$ cat config.mk
export PLATFORM = sky130hd
export DESIGN_NAME = approx_seq_divider
export DESIGN_NICKNAME = d
export VERILOG_FILES = /design/src/rtl/approx_div_pkg.sv /design/src/rtl/param_full_subtractor.sv /design/src/rtl/approx_seq_divider.sv
export SDC_FILE = /design/constraint.sdc
export NUM_CORES = 1
export LEC_CHECK = 0
export BUFFER_PORTS_ARGS = -buffer_cell sky130_fd_sc_hd__buf_4
export CORE_MARGIN = 2
export CORE_UTILIZATION = 45
export CTS_CLUSTER_SIZE = 16
export DETAILED_ROUTE_END_ITERATION = 10
export PLACE_DENSITY = 0.77
export SLEW_MARGIN = 40
export SYNTH_ARGS = -nofsm -noshare
export SYNTH_HDL_FRONTEND = slang
export SYNTH_HIERARCHICAL = 1
export SYNTH_SLANG_ARGS = --single-unit
$ cat constraint.sdc
create_clock -name clk -period 4.8 [get_ports clk]
set_input_delay 0.72 -clock clk [delete_from_list [all_inputs] [get_ports clk]]
set_output_delay 0.72 -clock clk [all_outputs]
set_load 0.02 [all_outputs]
$ cat src/rtl/approx_div_pkg.sv
// ----------------------------------------------------------------------------
// approx_div_pkg : shared FSM encodings and width helper for approx_seq_divider
// Revision: 1.0
// ----------------------------------------------------------------------------
`default_nettype none

package approx_div_pkg;

  typedef enum logic [1:0] {
    IDLE = 2'd0,
    CALC = 2'd1,
    FIN  = 2'd2
  } state_t;

  function automatic int clog2(input int value);
    int w;
    w = 0;
    for (int i = 0; i < 32; i++) begin
      if ((1 << w) < value) w++;
    end
    return w;
  endfunction

endpackage

`default_nettype wire

$ cat src/rtl/param_full_subtractor.sv
// ----------------------------------------------------------------------------
// param_full_subtractor : one-bit subtractor cell, exact or approximate diff
// Revision: 1.0
// ----------------------------------------------------------------------------
`default_nettype none

module param_full_subtractor #(
  parameter int APPROX = 0
) (
  input  logic a,
  input  logic b,
  input  logic bin,
  output logic diff,
  output logic bout
);

  assign bout = (~a & b) | (~a & bin) | (b & bin);

  generate
    if (APPROX != 0) begin : g_approx
      assign diff = bout;
    end else begin : g_exact
      assign diff = a ^ b ^ bin;
    end
  endgenerate

endmodule

`default_nettype wire

$ cat src/rtl/approx_seq_divider.sv
// ----------------------------------------------------------------------------
// approx_seq_divider : iterative restoring divider, one quotient bit per clock
// Revision: 1.0
// ----------------------------------------------------------------------------
`default_nettype none

module approx_seq_divider
  import approx_div_pkg::*;
#(
  parameter int N           = 8,
  parameter int APPROX_BITS = 0
) (
  input  logic         clk,
  input  logic         rst,
  input  logic         start,
  input  logic [N-1:0] dividend,
  input  logic [N-1:0] divisor,
  output logic         busy,
  output logic         done,
  output logic [N-1:0] quotient,
  output logic [N-1:0] remainder,
  output logic         div_by_zero
);

  localparam int            CW     = clog2(N);
  localparam logic [CW-1:0] c_last = CW'(N - 1);

  state_t        r_state, w_next;
  logic [CW-1:0] r_cnt;
  logic [N-1:0]  r_rem;
  logic [N-1:0]  r_q;
  logic [N-1:0]  r_d;
  logic          r_dbz;
  logic          w_accept;
  logic          w_fin_exit;
  logic [N:0]    w_a;
  logic [N:0]    w_b;
  logic [N:0]    w_diff;
  logic [N+1:0]  w_borrow;
  logic [1:0]    w_unused;

  assign w_a         = {r_rem, r_q[N-1]};
  assign w_b         = {1'b0, r_d};
  assign w_borrow[0] = 1'b0;
  // Restoring keeps R below the divisor, so bit N never carries information.
  assign w_unused    = {w_diff[N], w_a[N]};

  generate
    for (genvar i = 0; i <= N; i++) begin : g_cell
      param_full_subtractor #(
        .APPROX ((i < APPROX_BITS) ? 1 : 0)
      ) u_cell (
        .a    (w_a[i]),
        .b    (w_b[i]),
        .bin  (w_borrow[i]),
        .diff (w_diff[i]),
        .bout (w_borrow[i+1])
      );
    end
  endgenerate

  always_comb begin
    w_next     = r_state;
    w_accept   = 1'b0;
    w_fin_exit = 1'b0;
    case (r_state)
      IDLE: begin
        if (start) begin
          w_accept = 1'b1;
          w_next   = (divisor == '0) ? FIN : CALC;
        end
      end
      CALC: begin
        if (r_cnt == c_last) w_next = FIN;
      end
      FIN: begin
        // Divide-by-zero dwells one extra cycle in FIN to match the 2-cycle latency.
        if (!r_dbz || (r_cnt != '0)) begin
          w_next     = IDLE;
          w_fin_exit = 1'b1;
        end
      end
      default: w_next = IDLE;
    endcase
  end

  always_ff @(posedge clk or posedge rst) begin
    if (rst) r_state <= IDLE;
    else     r_state <= w_next;
  end

  always_ff @(posedge clk or posedge rst) begin
    if (rst) begin
      r_cnt       <= '0;
      r_rem       <= '0;
      r_q         <= '0;
      r_d         <= '0;
      r_dbz       <= 1'b0;
      busy        <= 1'b0;
      done        <= 1'b0;
      quotient    <= '0;
      remainder   <= '0;
      div_by_zero <= 1'b0;
    end else begin
      done <= w_fin_exit;
      if (w_accept) begin
        r_cnt <= '0;
        r_rem <= '0;
        r_q   <= dividend;
        r_d   <= divisor;
        r_dbz <= (divisor == '0);
        busy  <= 1'b1;
      end else if (r_state == CALC) begin
        r_q   <= {r_q[N-2:0], ~w_borrow[N+1]};
        r_rem <= w_borrow[N+1] ? w_a[N-1:0] : w_diff[N-1:0];
        if (r_cnt != c_last) r_cnt <= r_cnt + CW'(1);
      end else if ((r_state == FIN) && !w_fin_exit) begin
        r_cnt <= CW'(1);
      end
      if (w_fin_exit) begin
        busy        <= 1'b0;
        quotient    <= r_dbz ? '1 : r_q;
        remainder   <= r_dbz ? r_q : r_rem;
        div_by_zero <= r_dbz;
      end
    end
  end

endmodule

`default_nettype wire

==> summary.md, run 1 <==
| Metric | Value |
|---|---|
| Placer Congestion | `0.772` |
| Hold Path Class | `primary input to async pin` |
| CP top delay family | `adder cells` |
| Largest net degree at the start of global routing | `50` |
| CP required | `4.96 ns` |
| CP max-delay cell | `fa_2` |
| Sw frac | `0.397` |
| Fmax | `0.220 GHz` |
| Num ports | `38` |
| Crit share post-route | `0.949` |
| Cell Pwr Density | `684 nW/µm²` |
| Initial Util | `0.466` |
| Gate count after technology mapping | `230` |
| Max Transition Viols Final | `0` |
| Critical path type | `flip-flop to flip-flop` |
| Ant. Diodes | `0` |
| Final non-filler cell total | `335` |
| Synthesis Warnings | `6` |
| Total core area | `5510 µm²` |
| HPWL after detailed placement | `3480 µm` |
| CP endpoint kind | `flip-flop` |
| TritonCTS clock tree | `done` |
| Setup TNS | `0 ns` |
| Final setup viols | `0` |
| Final Hold Fails | `0` |
| Worst slew pin tran | `0.725 ns` |
| Vias/cell | `5.25` |
| Placed Instances | `328` |
| Crit path buf inv count | `1` |
| DIE AREA | `6320 µm²` |
| Internal | `1.22 mW` |
| Via count | `1,759` |
| Site Rows | `27` |
| Clock Latency Late Sink | `0.31 ns` |
| Die Height | `79.5 µm` |
| Status | `completed` |
| TritonCTS Sinks | `49` |
| Cell chosen for the clock root | `clkbuf_8` |
| First-pass GRT wire length | `8480 µm` |
| Net switching power | `804 µW` |
| WL per Instance | `14.6 µm` |
| Initial antenna violation count | `0` |
| GRT Total Usage | `0.175` |
| Clock Path Buffers | `2` |
| Commonest non-fill, non-tap cell in the layout | `dfrtp_1` |
| Final nets | `294` |
| Crit Path Max Fanout | `9` |
| Post-route ant nets | `0` |
| CP arrival | `4.71 ns` |
| Clk_skew | `0.0114 ns` |
| P&R area growth vs syn | `15.5%` |
| Layout cells sized above 1 | `0.285` |
| Drt initial violations | `93` |
| Final WL | `4900 µm` |
| Critical Path Start Type | `flip-flop` |
| Flop pwr share | `0.388` |
| Vias in the first global route | `1,813` |
| Lkg Pwr | `1.45 nW` |
| Post-Synthesis Mean Instance Area | `11.2 µm²` |
| Unrepaired setup endpoints after global routing | `no` |
| CTS HTree Levels | `2` |
| DRC violations left | `0` |
| CTS clk-pin slew, worst paths | `0.09 ns` |
| Hold Buf Count CTS | `0` |
| Grt ovf | `0` |
| Comb pwr share | `0.489` |
| Crit path cell chain | `inv_1 > fa_1 > fa_1 > fa_1 > fa_1 > fa_1 > fa_1 > fa_1 > fa_1 > fa_2 > mux2i_1 > o22ai_1` |
| Clock share of power | `0.122` |
| Worst vdd ir | `0.000363 V` |
| Die W | `79.5 µm` |
| Period minus WS final | `4.55 ns` |
| Slew HR | `0.516` |
| Final Util | `0.538` |
| Post-Syn Area | `2560 µm²` |
| CP peak stage delay | `0.49 ns` |
| Cell mode on critical path | `fa_1` |
| Fillers | `507` |
| Most frequent cells in the layout | `dfrtp_1 (49), buf_4 (39), inv_1 (30)` |
| Port Buf Inserts | `37` |
| Max_cap viols | `0` |
| Initial DRT Pass Iterations | `4` |
| Num CTS Buffers | `5` |
==> metal layers <==
metal  global-route usage  part of all wire  up-vias
met3               0.0362             0.053       11
met2                0.265              0.46       46
met5                    0                 0        -
li1                     -                 -      833
met1                0.237              0.46      869
met4               0.0948             0.023        0
==> path summary, 6_finish.rpt <==
| kind | from | to | slack (ns) | cells after the start |
|---|---|---|---|---|
| min reg2reg | busy$_DFFE_PP0P_ | busy$_DFFE_PP0P_ | 0.51 | 1 |
| min | rst | quotient[5]$_DFFE_PP0P_ | 0.49 | 2 |
| max | r_q[7]$_DFFE_PP0P_ | r_rem[4]$_DFFE_PP0P_ | 0.25 | 12 |
| max in group asynchronous | rst | r_d[0]$_DFFE_PP0P_ | 3.91 | 2 |
| min in group clk | busy$_DFFE_PP0P_ | busy$_DFFE_PP0P_ | 0.51 | 1 |
| max reg2reg | r_q[7]$_DFFE_PP0P_ | r_rem[4]$_DFFE_PP0P_ | 0.25 | 12 |
==> power groups by stage <==
| stage | clock (mW) | combinational [mW] | sequential, mW |
|---|---|---|---|
| 6_report | 0.248 | 0.990 | 0.786 |
| 5_1_grt | 0.272 | 1.11 | 0.819 |
| 4_1_cts | 0.256 | 1.00 | 0.788 |
| 3_5_place_dp | 0 | 0.999 | 0.797 |
| 3_3_place_gp | 0 | 0.948 | 0.788 |
| 2_1_floorplan | 0 | 0.653 | 0.834 |
==> final cells by class <==
type                    instances  area, µm²  area share
clock buffers                   7       86.3      0.0292
well taps                      72       90.1      0.0304
inverters                      31        119      0.0401
flip-flops and latches         49       1230       0.414
repair buffers                 39        293      0.0989
multi-input cells             137       1150       0.387
==> worst register-to-register path, cell delays in order, from the launching register on <==
cell and delay, ns:
dfrtp_1 0.35, inv_1 0.07, fa_1 0.43, fa_1 0.39, fa_1 0.39, fa_1 0.39
fa_1 0.39, fa_1 0.39, fa_1 0.41, fa_1 0.40, fa_2 0.49, mux2i_1 0.22
o22ai_1 0.10
==> state kept, by name (all words and copies together), names as in the netlist <==
name	cells
r_state	2
r_cnt	3
r_dbz	1
r_rem	8
r_d	8
quotient	8
div_by_zero	1
r_q	8
remainder	8
done	1
busy	1
==> metrics by stage <==
stage	setup WS (ns)	total power, mW	hold slack (ns)	area [µm²]
2_1_floorplan	0.255	1.49	0.515	2570
3_3_place_gp	0.238	1.74	0.474	2870
3_5_place_dp	0.0739	1.80	0.489	2870
4_1_cts	0.0572	2.04	0.505	2960
5_1_grt	0.0464	2.20	0.527	2960
6_report	0.246	2.02	0.486	2960
==> repair_timing <==
| action | CTS | global route |
|---|---|---|
| setup endpoints to repair | 0 | 9 |
| setup buffers | 0 | 0 |
| gates resized for setup | 0 | 1 |
Note: power is estimated with default switching activity, not from simulation.
==> run 2: changes to the inputs <==
RECOVER_POWER = 100   (was not set)
==> run 2 against run 1 <==
The flow now finishes with violations (capacitance limit, slew limit). Setup slack worse by 0.010 ns. Total power is 3.5% lower. Maximum frequency is 0.23% lower. Via count is 0.63% higher. Register-to-register slack hardly changed.
==> summary.md, run 2 (synthesis gave the netlist of run 1 again) <==
| Metric | Value |
|---|---|
| Status | `finished, violations left` |
| Failing checks | `capacitance limit, slew limit` |
| Num CTS Buffers | `5` |
| Cell mode on critical path | `fa_1` |
| Post-cts resize count | `0` |
| Critical Path Start Type | `flip-flop` |
| Commonest non-fill, non-tap cell in the layout | `dfrtp_1` |
| Cell chosen for the clock root | `clkbuf_8` |
| Final setup viols | `0` |
| Clock Path Buffers | `2` |
| Port Buf Inserts | `37` |
| Layout cells sized above 1 | `0.202` |
| Clock Latency Late Sink | `0.31 ns` |
| Unrepaired setup endpoints after global routing | `no` |
| CP required | `4.95 ns` |
| Placer Congestion | `0.772` |
| Total Power | `1.95 mW` |
| Hold Buf Count CTS | `0` |
| Lkg Pwr | `1.37 nW` |
| Crit share post-route | `0.951` |
| Initial antenna violation count | `0` |
| Final WL | `4900 µm` |
| Vias in the first global route | `1,813` |
| Period minus WS final | `4.56 ns` |
| Cell Pwr Density | `678 nW/µm²` |
| Num ports | `38` |
| Hold Path Class | `flip-flop to flip-flop` |
| Final Hold Fails | `0` |
| CP endpoint kind | `flip-flop` |
| TritonCTS clock tree | `done` |
| Post-route ant nets | `0` |
| Crit path cell chain | `inv_1 > fa_1 > fa_1 > fa_1 > fa_1 > fa_1 > fa_1 > fa_1 > fa_1 > fa_2 > mux2i_1 > o22ai_1` |
| CP max-delay cell | `fa_2` |
| CP peak stage delay | `0.49 ns` |
| Max_cap viols | `1` |
| Grt ovf | `0` |
| Final non-filler cell total | `335` |
| Critical path type | `flip-flop to flip-flop` |
| Min setup slack post-route | `0.236 ns` |
| Ant. Diodes | `0` |
| Final instance area | `2880 µm²` |
| WL per Instance | `14.6 µm` |
| DRC violations left | `0` |
| CTS HTree Levels | `2` |
| DIE AREA | `6320 µm²` |
| Largest net degree at the start of global routing | `50` |
| Dpl ws | `0.0739 ns` |
| Clk_skew | `0.00897 ns` |
| Placed Instances | `328` |
| Via count | `1,770` |
| Crit Path Max Fanout | `9` |
| P&R area growth vs syn | `12.3%` |
| HPWL after detailed placement | `3480 µm` |
| Vias/cell | `5.28` |
| Setup TNS | `0 ns` |
| Fmax | `0.219 GHz` |
| Fillers | `522` |
| Final Util | `0.523` |
| Post-CTS setup buffers | `0` |
| Slew HR | `-0.421` |
| Final nets | `294` |
| Max Transition Viols Final | `50` |
| DP Area | `2870 µm²` |
| Worst slew pin tran | `2.12 ns` |
| Site Rows | `27` |
| First-pass GRT wire length | `8480 µm` |
| Drt initial violations | `97` |
| Worst vdd ir | `0.000362 V` |
| Initial Util | `0.466` |
| CP arrival | `4.72 ns` |
| Initial DRT Pass Iterations | `4` |
| Hold WS | `0.502 ns` |
| Die Height | `79.5 µm` |
| CTS clk-pin slew, worst paths | `0.09 ns` |
| GRT Total Usage | `0.175` |
| TritonCTS Sinks | `49` |
| Most frequent cells in the layout | `dfrtp_1 (49), inv_1 (30), mux2_2 (25)` |
| Total core area | `5510 µm²` |
| Die W | `79.5 µm` |
## run 2: worst max-delay path: cells and delay by family, from the launching register on
family                     cells  cell delay (ns)
adders and majority gates      9             3.68
AOI/OAI and AO/OA              1             0.10
DFF                            1             0.35
buffers and inverters          1             0.07
muxes                          1             0.22
## run 2: worst paths after layout
kind	from	endpoint	slack, ns	depth (start not counted)
worst max-delay path	r_q[7]$_DFFE_PP0P_	r_rem[4]$_DFFE_PP0P_	0.24	12
worst min-delay path	busy$_DFFE_PP0P_	busy$_DFFE_PP0P_	0.50	1
worst max register to register	r_q[7]$_DFFE_PP0P_	r_rem[4]$_DFFE_PP0P_	0.24	12
worst min register to register	busy$_DFFE_PP0P_	busy$_DFFE_PP0P_	0.50	1
max in group asynchronous	rst	r_d[0]$_DFFE_PP0P_	2.86	2
min in group asynchronous	rst	quotient[5]$_DFFE_PP0P_	0.97	2
## run 2: final cells by class
class	instances	area [µm²]	area share
Sequential cell	49	1230	0.426
Multi-Input combinational cell	137	1140	0.397
Timing Repair Buffer	39	218	0.0756
Inverter	31	118	0.0408
Tap cell	72	90.1	0.0313
Clock buffer	7	86.3	0.0300
## run 2: layer usage
metal	up-vias	wire, µm	GRT usage
met1	867	2210	0.237
met4	0	115	0.0948
met3	11	319	0.0362
met5	-	0	0
li1	835	-	-
met2	57	2260	0.265
## run 2: report_power, final
part / internal, mW / switching (mW)
Clock: 0.115 / 0.131
Combinational: 0.429 / 0.496
Sequential: 0.611 / 0.173
Total: 1.15 / 0.800
==> run 3: changes to the inputs <==
ABC_AREA = 1   (was not set)
==> run 3 against run 2 <==
The run still ends with capacitance limit, slew limit left. Combinational power barely moved. Via count rose by 6.8%. Sequential power fell by 6.8%. Clock power rose by 2%. Critical path type unchanged. Critical endpoint is now r_rem[2]$_DFFE_PP0P_. Clock skew barely moved. Register-to-register slack got worse by 0.09 ns. Global-route usage rose by 0.52 points. Area after synthesis fell by 3.1%. Setup slack got worse by 0.088 ns. Cell count rose by 17%. Clock-buffer cell count fell by 2. Non-clock buffer count fell by 1.
==> summary.md, run 3 <==
| Metric | Value |
|---|---|
| Final nets | `349` |
| First-pass GRT wire length | `8670 µm` |
| DIE AREA | `6140 µm²` |
| Unrepaired setup endpoints after global routing | `no` |
| Critical path type | `flip-flop to flip-flop` |
| Die W | `78.3 µm` |
| Vias in the first global route | `1,853` |
| Cell Pwr Density | `680 nW/µm²` |
| HPWL after detailed placement | `3690 µm` |
| Period minus WS final | `4.65 ns` |
| Slew HR | `-0.389` |
| Crit. Startpoint | `r_q[7]$_DFFE_PP0P_` |
| Crit share post-route | `0.969` |
| Hold_sp | `busy$_DFFE_PP0P_` |
| Ant. Diodes | `0` |
| R2R Path Start | `r_q[7]$_DFFE_PP0P_` |
| Clock Path Buffers | `2` |
| Failing checks | `capacitance limit, slew limit` |
| Port Buf Inserts | `37` |
| Largest net degree at the start of global routing | `50` |
| Placer Congestion | `0.856` |
| Lkg Pwr | `1.32 nW` |
| Site Rows | `27` |
| Crit Path Max Fanout | `17` |
| WL per Instance | `12.9 µm` |
| Final setup viols | `0` |
| Initial DRT Pass Iterations | `4` |
| Hold WS | `0.479 ns` |
| CP arrival | `4.83 ns` |
| Max_cap viols | `1` |
| Post-Synthesis Mean Instance Area | `8.85 µm²` |
| Via count | `1,891` |
| Setup TNS | `0 ns` |
| Critical Path Start Type | `flip-flop` |
| Post-route ant nets | `0` |
| Clock Latency Late Sink | `0.31 ns` |
| Final WL | `5040 µm` |
| TritonCTS Sinks | `49` |
| Commonest non-fill, non-tap cell in the layout | `nand2_1` |
| Num ports | `38` |
| CTS HTree Levels | `2` |
| Initial Util | `0.460` |
| Cell chosen for the clock root | `clkbuf_8` |
| TritonCTS clock tree | `done` |
| CP required | `4.98 ns` |
| Layout cells sized above 1 | `0.132` |
| Worst vdd ir | `0.000387 V` |
| CTS clk-pin slew, worst paths | `0.10 ns` |
| Status | `finished, violations left` |
| Initial antenna violation count | `0` |
| Synthesis Warnings | `6` |
| Total core area | `5410 µm²` |
| Gate count after technology mapping | `281` |
| Die Height | `78.3 µm` |
| Hold Path Class | `flip-flop to flip-flop` |
| Num CTS Buffers | `5` |
| Vias/cell | `4.84` |
| Drt initial violations | `182` |
| Worst slew pin tran | `2.07 ns` |
| Clk_skew | `0.00893 ns` |
| P&R area growth vs syn | `12.5%` |
| CP endpoint kind | `flip-flop` |
| Final Hold Fails | `0` |
| GRT Total Usage | `0.181` |
| Most frequent cells in the layout | `nand2_1 (77), dfrtp_1 (49), inv_1 (41)` |
| Fmax | `0.215 GHz` |
| Max Transition Viols Final | `50` |
| Grt ovf | `0` |
| Post-Syn Area | `2490 µm²` |
| DRC violations left | `0` |
## run 3: cell count changes in the layout (fill, tap and decap cells not counted), moves of 8 or more
cell / previous run / this run
nor2b_1: 10 / 0
mux2_2: 25 / 0
o21ai_0: 10 / 26
mux2i_1: 16 / 0
o22ai_1: 8 / 0
inv_1: 30 / 41
nor2_1: 9 / 19
nand2_1: 10 / 77
## run 3: cell type report
| class | instances | area [µm²] |
|---|---|---|
| Fill cell | 540 | 2610 |
| Sequential cell | 49 | 1230 |
| Multi-Input combinational cell | 178 | 993 |
| Timing Repair Buffer | 38 | 218 |
| Inverter | 46 | 176 |
| Tap cell | 72 | 90.1 |
| Clock buffer | 5 | 68.8 |
| Clock inverter | 3 | 25.0 |
## run 3: worst max-delay path, cell delays in order, from the launching register on
cell and delay [ns]:
dfrtp_1 0.37, inv_1 0.06, fa_1 0.43, fa_1 0.39, fa_1 0.42, fa_1 0.41, fa_1 0.40, fa_1 0.40
fa_1 0.41, fa_2 0.36, fa_1 0.39, buf_6 0.18, o21ai_0 0.19, o21ai_0 0.11
## run 3: per-stage QoR
stage	instances	area [µm²]	total power, mW	utilization	setup WS (ns)
2_1_floorplan	282	2490	1.45	-	0.290
3_3_place_gp	383	2790	1.68	0.517	0.370
3_5_place_dp	383	2800	1.74	0.518	0.181
4_1_cts	391	2890	2.00	0.535	0.125
5_1_grt	391	2800	2.09	0.518	0.0194
6_report	391	2800	1.90	0.518	0.148
## run 3: what timing repair did
action	4_1_cts	5_1_grt
setup buffers	0	0
setup endpoints to repair	0	6
endpoints found under the hold margin	0	0
gates resized for setup	0	3
hold buffers	0	0
## run 3: path summary, 6_finish.rpt
path                                                 end  slack (ns)  depth (start not counted)
worst max-delay path                r_rem[2]$_DFFE_PP0P_        0.15                         13
worst min-delay path                    busy$_DFFE_PP0P_        0.48                          2
worst max register to register      r_rem[2]$_DFFE_PP0P_        0.15                         13
worst min register to register          busy$_DFFE_PP0P_        0.48                          2
max in group asynchronous       remainder[3]$_DFFE_PP0P_        2.90                          2
min in group asynchronous             r_q[2]$_DFFE_PP0P_        0.94                          2
## run 3: routing by layer
metal | track usage | share of wire | up-vias
met5 | 0 | 0 | -
met4 | 0.0667 | 0.019 | 0
met3 | 0.0241 | 0.058 | 11
met2 | 0.284 | 0.47 | 48
met1 | 0.257 | 0.45 | 880
li1 | - | - | 952
## run 3: power by group
part / internal (mW) / switching [mW] / total, mW
Combinational: 0.318 / 0.603 / 0.922
Clock: 0.105 / 0.146 / 0.251
Sequential: 0.600 / 0.130 / 0.730
